==> config.mk <==
export PLATFORM = sky130hd
export DESIGN_NAME = object_tracker
export DESIGN_NICKNAME = d
export VERILOG_FILES = /design/src/rtl/object_tracker.sv
export SDC_FILE = /design/constraint.sdc
export NUM_CORES = 1
export LEC_CHECK = 0
export BUFFER_PORTS_ARGS = -buffer_cell sky130_fd_sc_hd__buf_2
export CORE_ASPECT_RATIO = 1.4
export CORE_MARGIN = 5
export CORE_UTILIZATION = 54
export CTS_CLUSTER_DIAMETER = 40
export DETAILED_ROUTE_END_ITERATION = 12
export HOLD_SLACK_MARGIN = 0.08
export PLACE_DENSITY_LB_ADDON = 0.05
export SLEW_MARGIN = 20
export SYNTH_ARGS = -nofsm -noshare
export SYNTH_HDL_FRONTEND = slang
export SYNTH_SLANG_ARGS = --single-unit
export TNS_END_PERCENT = 10
==> constraint.sdc <==
create_clock -name clk -period 4.4 [get_ports clk]
set_input_delay 0.88 -clock clk [delete_from_list [all_inputs] [get_ports clk]]
set_output_delay 0.88 -clock clk [all_outputs]
set_load 0.1 [all_outputs]
==> src/rtl/object_tracker.sv <==
// Grid object tracker: per-object position/direction registers updated by move/turn
// requests, blocked at the board edge, by another object, or by a wall in board RAM.
module object_tracker #(
    parameter int N_OBJ    = 4,
    parameter int COL_BITS = 4,
    parameter int ROW_BITS = 4,
    localparam int PW = ROW_BITS + COL_BITS,
    localparam int OW = (N_OBJ > 1) ? $clog2(N_OBJ) : 1
) (
    input  logic          clk,
    input  logic          reset,
    input  logic          req_valid,
    output logic          req_ready,
    input  logic [OW-1:0] req_obj,
    input  logic [1:0]    req_dir,
    input  logic          req_turn,
    output logic          ram_rd,
    output logic [PW-1:0] ram_addr,
    input  logic [7:0]    ram_rdata,
    output logic          done_valid,
    output logic [OW-1:0] done_obj,
    output logic [PW-1:0] done_pos,
    output logic [1:0]    done_dir,
    output logic          done_blocked,
    input  logic [OW-1:0] rd_obj,
    output logic [PW-1:0] rd_pos,
    output logic [1:0]    rd_dir
);

    localparam logic [2:0] IDLE   = 3'd0;
    localparam logic [2:0] CALC   = 3'd1;
    localparam logic [2:0] RDWAIT = 3'd2;
    localparam logic [2:0] CHECK  = 3'd3;
    localparam logic [2:0] DONE   = 3'd4;

    logic [2:0]                  state;
    logic [N_OBJ-1:0][PW-1:0]    pos_q;
    logic [N_OBJ-1:0][1:0]       dir_q;
    logic [OW-1:0]               obj_q;
    logic [1:0]                  dir_l;
    logic                        turn_q;
    logic [PW-1:0]               tgt_q;
    logic [PW-1:0]               addr_q;

    logic                        obj_ok;
    logic [PW-1:0]               cur_pos;
    logic [ROW_BITS-1:0]         row, t_row;
    logic [COL_BITS-1:0]         col, t_col;
    logic [PW-1:0]               target;
    logic                        edge_blk, occ_blk;
    logic                        ram_unused;

    assign ram_unused = ^ram_rdata[6:0];
    assign req_ready  = (state == IDLE);
    assign done_valid = (state == DONE);

    // Target and blocking are evaluated from the latched request against current registers.
    always_comb begin
        obj_ok  = 1'b0;
        cur_pos = '0;
        for (int unsigned i = 0; i < N_OBJ; i++) begin
            if (obj_q == OW'(i)) begin
                obj_ok  = 1'b1;
                cur_pos = pos_q[i];
            end
        end
        row      = cur_pos[PW-1:COL_BITS];
        col      = cur_pos[COL_BITS-1:0];
        t_row    = row;
        t_col    = col;
        edge_blk = 1'b0;
        case (dir_l)
            2'b00: begin edge_blk = (row == '0); t_row = row - ROW_BITS'(1); end
            2'b01: begin edge_blk = (row == '1); t_row = row + ROW_BITS'(1); end
            2'b10: begin edge_blk = (col == '0); t_col = col - COL_BITS'(1); end
            default: begin edge_blk = (col == '1); t_col = col + COL_BITS'(1); end
        endcase
        target  = {t_row, t_col};
        occ_blk = 1'b0;
        for (int unsigned j = 0; j < N_OBJ; j++) begin
            if (obj_q != OW'(j) && pos_q[j] == target) occ_blk = 1'b1;
        end
    end

    assign ram_rd   = (state == CALC) && obj_ok && !turn_q && !edge_blk && !occ_blk;
    assign ram_addr = ram_rd ? target : addr_q;

    always_comb begin
        rd_pos = '0;
        rd_dir = '0;
        for (int unsigned i = 0; i < N_OBJ; i++) begin
            if (rd_obj == OW'(i)) begin
                rd_pos = pos_q[i];
                rd_dir = dir_q[i];
            end
        end
    end

    always_ff @(posedge clk) begin
        if (!reset) begin
            state        <= IDLE;
            for (int unsigned i = 0; i < N_OBJ; i++) begin
                pos_q[i] <= PW'(i);
                dir_q[i] <= 2'b01;
            end
            obj_q        <= '0;
            dir_l        <= '0;
            turn_q       <= 1'b0;
            tgt_q        <= '0;
            addr_q       <= '0;
            done_obj     <= '0;
            done_pos     <= '0;
            done_dir     <= '0;
            done_blocked <= 1'b0;
        end else begin
            case (state)
                IDLE: begin
                    if (req_valid) begin
                        obj_q  <= req_obj;
                        dir_l  <= req_dir;
                        turn_q <= req_turn;
                        state  <= CALC;
                    end
                end
                CALC: begin
                    for (int unsigned i = 0; i < N_OBJ; i++) begin
                        if (obj_q == OW'(i)) dir_q[i] <= dir_l;
                    end
                    if (ram_rd) begin
                        addr_q <= target;
                        tgt_q  <= target;
                        state  <= RDWAIT;
                    end else begin
                        // Without a RAM read only a valid turn-only request is unblocked.
                        done_obj     <= obj_q;
                        done_dir     <= dir_l;
                        done_pos     <= cur_pos;
                        done_blocked <= !(obj_ok && turn_q);
                        state        <= DONE;
                    end
                end
                RDWAIT: state <= CHECK;
                CHECK: begin
                    done_obj     <= obj_q;
                    done_dir     <= dir_l;
                    done_blocked <= ram_rdata[7];
                    if (ram_rdata[7]) begin
                        done_pos <= cur_pos;
                    end else begin
                        done_pos <= tgt_q;
                        for (int unsigned i = 0; i < N_OBJ; i++) begin
                            if (obj_q == OW'(i)) pos_q[i] <= tgt_q;
                        end
                    end
                    state <= DONE;
                end
                DONE:    state <= IDLE;
                default: state <= IDLE;
            endcase
        end
    end

endmodule

# Yosys cells after proc, flatten, opt, wreduce, memory -nomap -nowiden
# Index checks and enable logic that the tools add are counted.
# W data, S select, Z words.
[word_totals]
input_bits = 18
ff_bits = 77
out_inout_bits = 34
[op_classes]
bitwise = 1
n_mux = 36
n_eq_ne = 23
add_sub_neg = 4
n_reduce_logical = 33
[ops]
columns = ["cell", "n"]
rows = [
  ["$mux W8", 11],
  ["$eq A8 B8 Y1", 4],
  ["$pmux W4 S2", 2],
  ["$pmux W8 S2", 1],
  ["$reduce_and A2 Y1", 7],
  ["$mux W2", 6],
  ["$pmux W3 S4", 1],
  ["$reduce_and A3 Y1", 4],
  ["$eq A2 B2 Y1 const B", 5],
  ["$logic_and A1 B1 Y1", 9],
  ["$mux W1", 9],
  ["$add A4 B1 Y4 const B", 2],
  ["$eq A4 B4 Y1 const B", 2],
  ["$logic_not A4 Y1", 2],
  ["$ne A2 B2 Y1 const B", 4],
  ["$pmux W2 S2", 2],
  ["$sub A4 B1 Y4 const B", 2],
  ["$eq A2 B1 Y1 const B", 3],
  ["$eq A3 B2 Y1 const B", 2],
  ["$logic_not A2 Y1", 3],
  ["$mux W3", 2],
  ["$logic_not A1 Y1", 4],
  ["$reduce_bool A2 Y1", 2],
  ["$eq A3 B1 Y1 const B", 1],
  ["other kinds (7)", 7],
]

# Depth between registers and ports, before layout
[depth]
depth_word = 17
mapped_depth = 16

# Worst setup path before layout
# No wires, ideal clock.
[synth_timing]
path_kind = "flip-flop to output port"
from = "register obj_q[0]"
to = "output port ram_addr[1]"
path_slack_ps = -1583
arrival_ps = 5103
stages_incl_launch_ff = 14
cell_sequence = "dfxtp_1 -> buf_6 -> buf_6 -> mux4_2 -> fa_1 -> xor2_1 -> or2_2 -> a2111oi_0 -> o211ai_1 -> nor4b_1 -> a31o_2 -> nor3_4 -> buf_2 -> a21oi_1"
[synth_via]
elab_chain_cells = 16
word_cells_on_any_way = 46
[synth_rtl]
columns = ["element", "line_no", "rtl"]
rows = [
  ["from (decl)", "39", "logic [OW-1:0] obj_q;"],
  ["from (signal assigned)", "119", "obj_q <= req_obj;"],
  ["$logic_not A2 Y1", "62", "if (obj_q == OW'(i)) begin"],
  ["$mux W8 (4 in a row)", "62", ""],
  ["$add A4 B1 Y4 (tied with other cells)", "76", "default: begin edge_blk = (col == '1); t_col = col + COL_BITS'(1); end"],
  ["$pmux W4 S2", "72", "case (dir_l)"],
  ["$eq A8 B8 Y1", "81", "if (obj_q != OW'(j) && pos_q[j] == target) occ_blk = 1'b1;"],
  ["$logic_and A1 B1 Y1", "81", ""],
  ["$mux W1 (4 in a row)", "81", ""],
  ["$logic_not A1 Y1", "85", "assign ram_rd = (state == CALC) && obj_ok && !turn_q && !edge_blk && !occ_blk;"],
  ["$logic_and A1 B1 Y1 (*)", "85", ""],
  ["via ram_rd", "17", "output logic ram_rd,"],
  ["$mux W8 (*)", "--", ""],
  ["to (decl)", "18", "output logic [PW-1:0] ram_addr,"],
]
# The timed path passes the listed nets; every way through them passes the cells marked *.

# Worst setup path after layout
[layout_timing]
from = "register obj_q[0]"
to = "output port ram_addr[2]"
[layout_via]
elab_chain_cells = 16
word_cells_on_any_way = 46
[layout_rtl]
columns = ["element", "line_no"]
rows = [
  ["$logic_not A2 Y1", "62"],
  ["$mux W8 (4 in a row)", "62"],
  ["$add A4 B1 Y4 (tied with other cells)", "76"],
  ["$pmux W4 S2", "72"],
  ["$eq A8 B8 Y1", "81"],
  ["$logic_and A1 B1 Y1", "81"],
  ["$mux W1 (4 in a row)", "81"],
  ["$logic_not A1 Y1", "85"],
  ["$logic_and A1 B1 Y1", "85"],
  ["$mux W8 (*)", "--"],
]
# Every way passes the cells marked *; elsewhere a longest branch is shown, timed or not.

==> results.rst <==
.. list-table::
   :header-rows: 1

   * - Metric
     - Value
   * - Combinational family with the most area after synthesis
     - simple AND/OR/NAND/NOR gates
   * - Diode insertion count for antenna repair
     - 0
   * - Xor and xnor area share after synthesis
     - 0.0861
   * - Total Nets Final
     - 777
   * - Post-route clock period utilization
     - 1.14
   * - Least-Margin Pin Slew
     - 840 ps
   * - Max Clk Rate
     - 198 MHz
   * - RSZ-0062 raised after global routing
     - true
   * - CTS clock-pin slew for the worst setup and hold paths
     - 60 ps
   * - Clock tree from TritonCTS
     - yes
   * - Setup crit start kind
     - flip-flop
   * - Number of global-route vias before repair
     - 5,228
   * - Sinks on the clock net
     - 77
   * - Post-layout power
     - 0.00184 W
   * - Class of the most critical setup path
     - flip-flop to output pin
   * - Final number of max-transition violations
     - 0
   * - Ys Warns
     - 0
   * - Total DRC errors in the routed layout
     - 0
   * - Share of cells above drive strength 1
     - 0.285
   * - Simple-Gate Fraction of Synth Area
     - 0.244
   * - Core Area
     - 9790 um^2
   * - Number of distinct standard cells referenced by the synthesized netlist
     - 67
   * - Hold-fix buffers at CTS
     - 0
   * - Worst r2r path cells
     - 13
   * - Sequential area share after synthesis
     - 0.290
   * - Number of antenna violations at the first check in global routing
     - 0
   * - Max-Cap Viols
     - 0
   * - Overall via count from detail_route
     - 5,439
   * - #FFs+latches synth
     - 77
   * - Mean area per synthesized cell
     - 8.20 um^2
   * - Root Buffer Master
     - sky130_fd_sc_hd__clkbuf_16
   * - Mapped Nets
     - 673
   * - Total number of H-tree levels
     - 3
   * - Hold path endpoint
     - addr_q[5]
   * - IO Port Bufs
     - 44
   * - Arrival time at the worst endpoint
     - 4160 ps
   * - FF-to-FF Start
     - obj_q[0]
   * - Count of cells along the worst hold path
     - 2
   * - Final number of setup-violating endpoints
     - 9
   * - Final hold viol count
     - 0
   * - Iter 0 DRT Violations
     - 426
   * - CP required
     - 3520 ps
   * - Peak ir drop on the vdd network
     - 0.261 mV
   * - WHS
     - 460 ps
   * - First-pass detailed-route iteration total
     - 5
   * - End of the worst register-to-register path
     - done_obj[1]
   * - Fillers
     - 808
   * - Maximum number of pins on one net before global-route repair
     - 72
   * - Portion of netlist area occupied by mux cells
     - 0.137
   * - Total grt overflow
     - 0
   * - Detailed Route WL
     - 17,700 um
   * - Total global routing track utilization
     - 0.307
   * - Class of the tightest hold or removal check
     - flip-flop to flip-flop
   * - Worst-case clock buffer depth
     - 2
   * - Routed len/inst
     - 19.8 um
   * - Status
     - finished, violations left
   * - Fraction of the mapped netlist area in compound gates
     - 0.175
   * - EDFF count, synth
     - 0
   * - Area added between synthesis and finish
     - 29.6%
   * - Post-detailed-placement half-perimeter wirelength
     - 12,900 um
   * - Setup slack of the critical path after layout
     - -638 ps
   * - Dpl cells
     - 870
   * - Final GP Congestion
     - 0.961
   * - Async set-or-reset flop fraction in the synthesized netlist
     - 0
   * - Rel. slew slack
     - 0.438
   * - Core occupancy in the finished layout
     - 0.704
   * - Startpoint of the tightest hold check path
     - addr_q[5]
   * - Starting density of the core
     - 0.543
   * - DR vias/cell
     - 6.10
   * - Number of rows created at floorplan
     - 43
   * - Gate count after technology mapping
     - 649
   * - TritonCTS Buffers
     - 9
   * - Final instance count without filler cells
     - 892
   * - First-pass GRT wire length
     - 28,200 um
   * - Largest fanout on the critical path
     - 10
   * - Power per standard cell area
     - 267 nW/um^2
   * - Die footprint
     - 12,000 um^2
   * - Die width
     - 93.9 um
   * - LEAKAGE
     - 2.62 nW
   * - Dominant register cell in the synthesized netlist
     - sky130_fd_sc_hd__dfxtp_1
   * - Arithmetic-cell share of the synthesized area counting full adders, half adders and majority gates
     - 0.0169
   * - Minimum period implied by the final worst setup slack
     - 5040 ps
   * - Vertical die dimension
     - 127 um
   * - Insertion delay of the later-clocked pin in the worst-skew pair
     - 340 ps
   * - Count of pins on the block boundary
     - 52
   * - Remaining antenna violation count after routing
     - 0
   * - Maximum clock skew at final layout
     - 7.82 ps
   * - Worst setup EP type
     - output pin
   * - Post-Syn Area
     - 5320 um^2
   * - Worst setup slack for register-to-register paths
     - 420 ps
   * - Violations in the final reports
     - setup timing
[Yosys cell counts (19+ instances only)]
master / n / share of area
sky130_fd_sc_hd__clkbuf_1: 38 / 0.027
sky130_fd_sc_hd__o21ai_0: 31 / 0.029
sky130_fd_sc_hd__nor2_1: 36 / 0.025
sky130_fd_sc_hd__dfxtp_1: 77 / 0.29
sky130_fd_sc_hd__xnor2_1: 33 / 0.054
sky130_fd_sc_hd__nand2_1: 127 / 0.090
sky130_fd_sc_hd__mux4_2: 19 / 0.080
sky130_fd_sc_hd__a21boi_0: 24 / 0.034
sky130_fd_sc_hd__nand3_1: 28 / 0.026
sky130_fd_sc_hd__a21oi_1: 37 / 0.035
sky130_fd_sc_hd__mux2i_1: 19 / 0.036
[worst max-delay path, cell delays in order (launching register included)]
cell                      delay (ps)
sky130_fd_sc_hd__dfxtp_4         380
sky130_fd_sc_hd__buf_4           180
sky130_fd_sc_hd__mux4_2          590
sky130_fd_sc_hd__ha_4            190
sky130_fd_sc_hd__or4_1           460
sky130_fd_sc_hd__a21oi_1         150
sky130_fd_sc_hd__a211o_1         200
sky130_fd_sc_hd__buf_4           140
sky130_fd_sc_hd__xor3_1          260
sky130_fd_sc_hd__o41ai_4         420
sky130_fd_sc_hd__nor3_4          100
sky130_fd_sc_hd__buf_12          160
sky130_fd_sc_hd__buf_4           130
sky130_fd_sc_hd__buf_4           130
sky130_fd_sc_hd__a21oi_4         130
sky130_fd_sc_hd__buf_12          190
[worst max-delay path by stage]
stage / from / end / slack [ps] / cells after the start
after floorplan: obj_q[0] / ram_addr[1] / -260 / 12
after global placement: obj_q[0] / ram_addr[3] / -580 / 13
after detailed placement: obj_q[0] / ram_addr[3] / -540 / 13
after CTS: obj_q[0] / ram_addr[2] / -630 / 15
after global routing: obj_q[0] / ram_addr[2] / -770 / 15
final: obj_q[0] / ram_addr[2] / -640 / 15
[kinds of logic after synthesis]
group,Yosys count
simple gates,271
compound gates,138
buf+inv,61
fa+ha+maj,6
flops,77
mux,47
xor+xnor,49
[registers in the layout (all words and copies together) (netlist names)]
signal        flops
dir_l             2
done_pos          8
tgt_q             8
done_obj          2
done_dir          2
turn_q            1
obj_q             2
addr_q            8
done_blocked      1
state             3
dir_q             8
pos_q            32
[per-stage QoR]
stage / setup WS, ps / setup TNS (ps) / area (um^2)
global route: -768 / -6400 / 6890
floorplan: -257 / -1720 / 5410
CTS: -632 / -4860 / 6860
global placement: -578 / -4450 / 6410
finish: -638 / -5000 / 6890
detailed placement: -545 / -4160 / 6410
[metal layers]
layer	global-route usage	wire, um
met1	0.376	6870
met5	0	0
met2	0.512	8710
met3	0.0524	1190
met4	0.157	921
[where the power goes]
group | internal (W) | switching (W)
clock network | 0.000450 | 0.000285
registers | 0.000708 | 0.0000102
logic | 0.000151 | 0.000235
total | 0.00131 | 0.000530
[repair_timing]
item | CTS | global route
setup buffers | 7 | 0
resized for setup | 18 | 5
setup endpoints to repair | 9 | 9
pin swaps | 4 | 2
[layout by cell type (no fill, tap or decap), types with 4 or more instances in the layout]
cell	count
sky130_fd_sc_hd__dfxtp_1	76
sky130_fd_sc_hd__buf_4	98
sky130_fd_sc_hd__nor2_1	35
sky130_fd_sc_hd__a21oi_1	33
sky130_fd_sc_hd__o211ai_1	7
sky130_fd_sc_hd__o2111ai_1	4
sky130_fd_sc_hd__mux4_2	19
sky130_fd_sc_hd__or3_1	4
sky130_fd_sc_hd__xnor2_1	32
sky130_fd_sc_hd__nor2b_1	10
sky130_fd_sc_hd__o21ai_0	30
sky130_fd_sc_hd__inv_1	7
sky130_fd_sc_hd__a211oi_1	5
sky130_fd_sc_hd__nand2_1	127
sky130_fd_sc_hd__mux2i_1	19
sky130_fd_sc_hd__mux2_2	8
sky130_fd_sc_hd__buf_2	35
sky130_fd_sc_hd__nand3_1	28
sky130_fd_sc_hd__xor2_1	11
sky130_fd_sc_hd__a21boi_0	24
sky130_fd_sc_hd__buf_12	11
sky130_fd_sc_hd__nand4_1	8
sky130_fd_sc_hd__nor3_1	9
sky130_fd_sc_hd__nand2b_1	12
sky130_fd_sc_hd__clkbuf_16	9
sky130_fd_sc_hd__or4_1	14
[area by class of cell]
type,instances,area (um^2),share of cell area
clock buffer,11,243,0.0352
clock inverter,4,48.8,0.00708
timing repair buffer,146,1160,0.168
sequential,77,1550,0.224
inverter,8,30.0,0.00436
tap,135,169,0.0245
multi-input combinational,511,3700,0.537
Note: power is estimated with default switching activity, not from simulation.
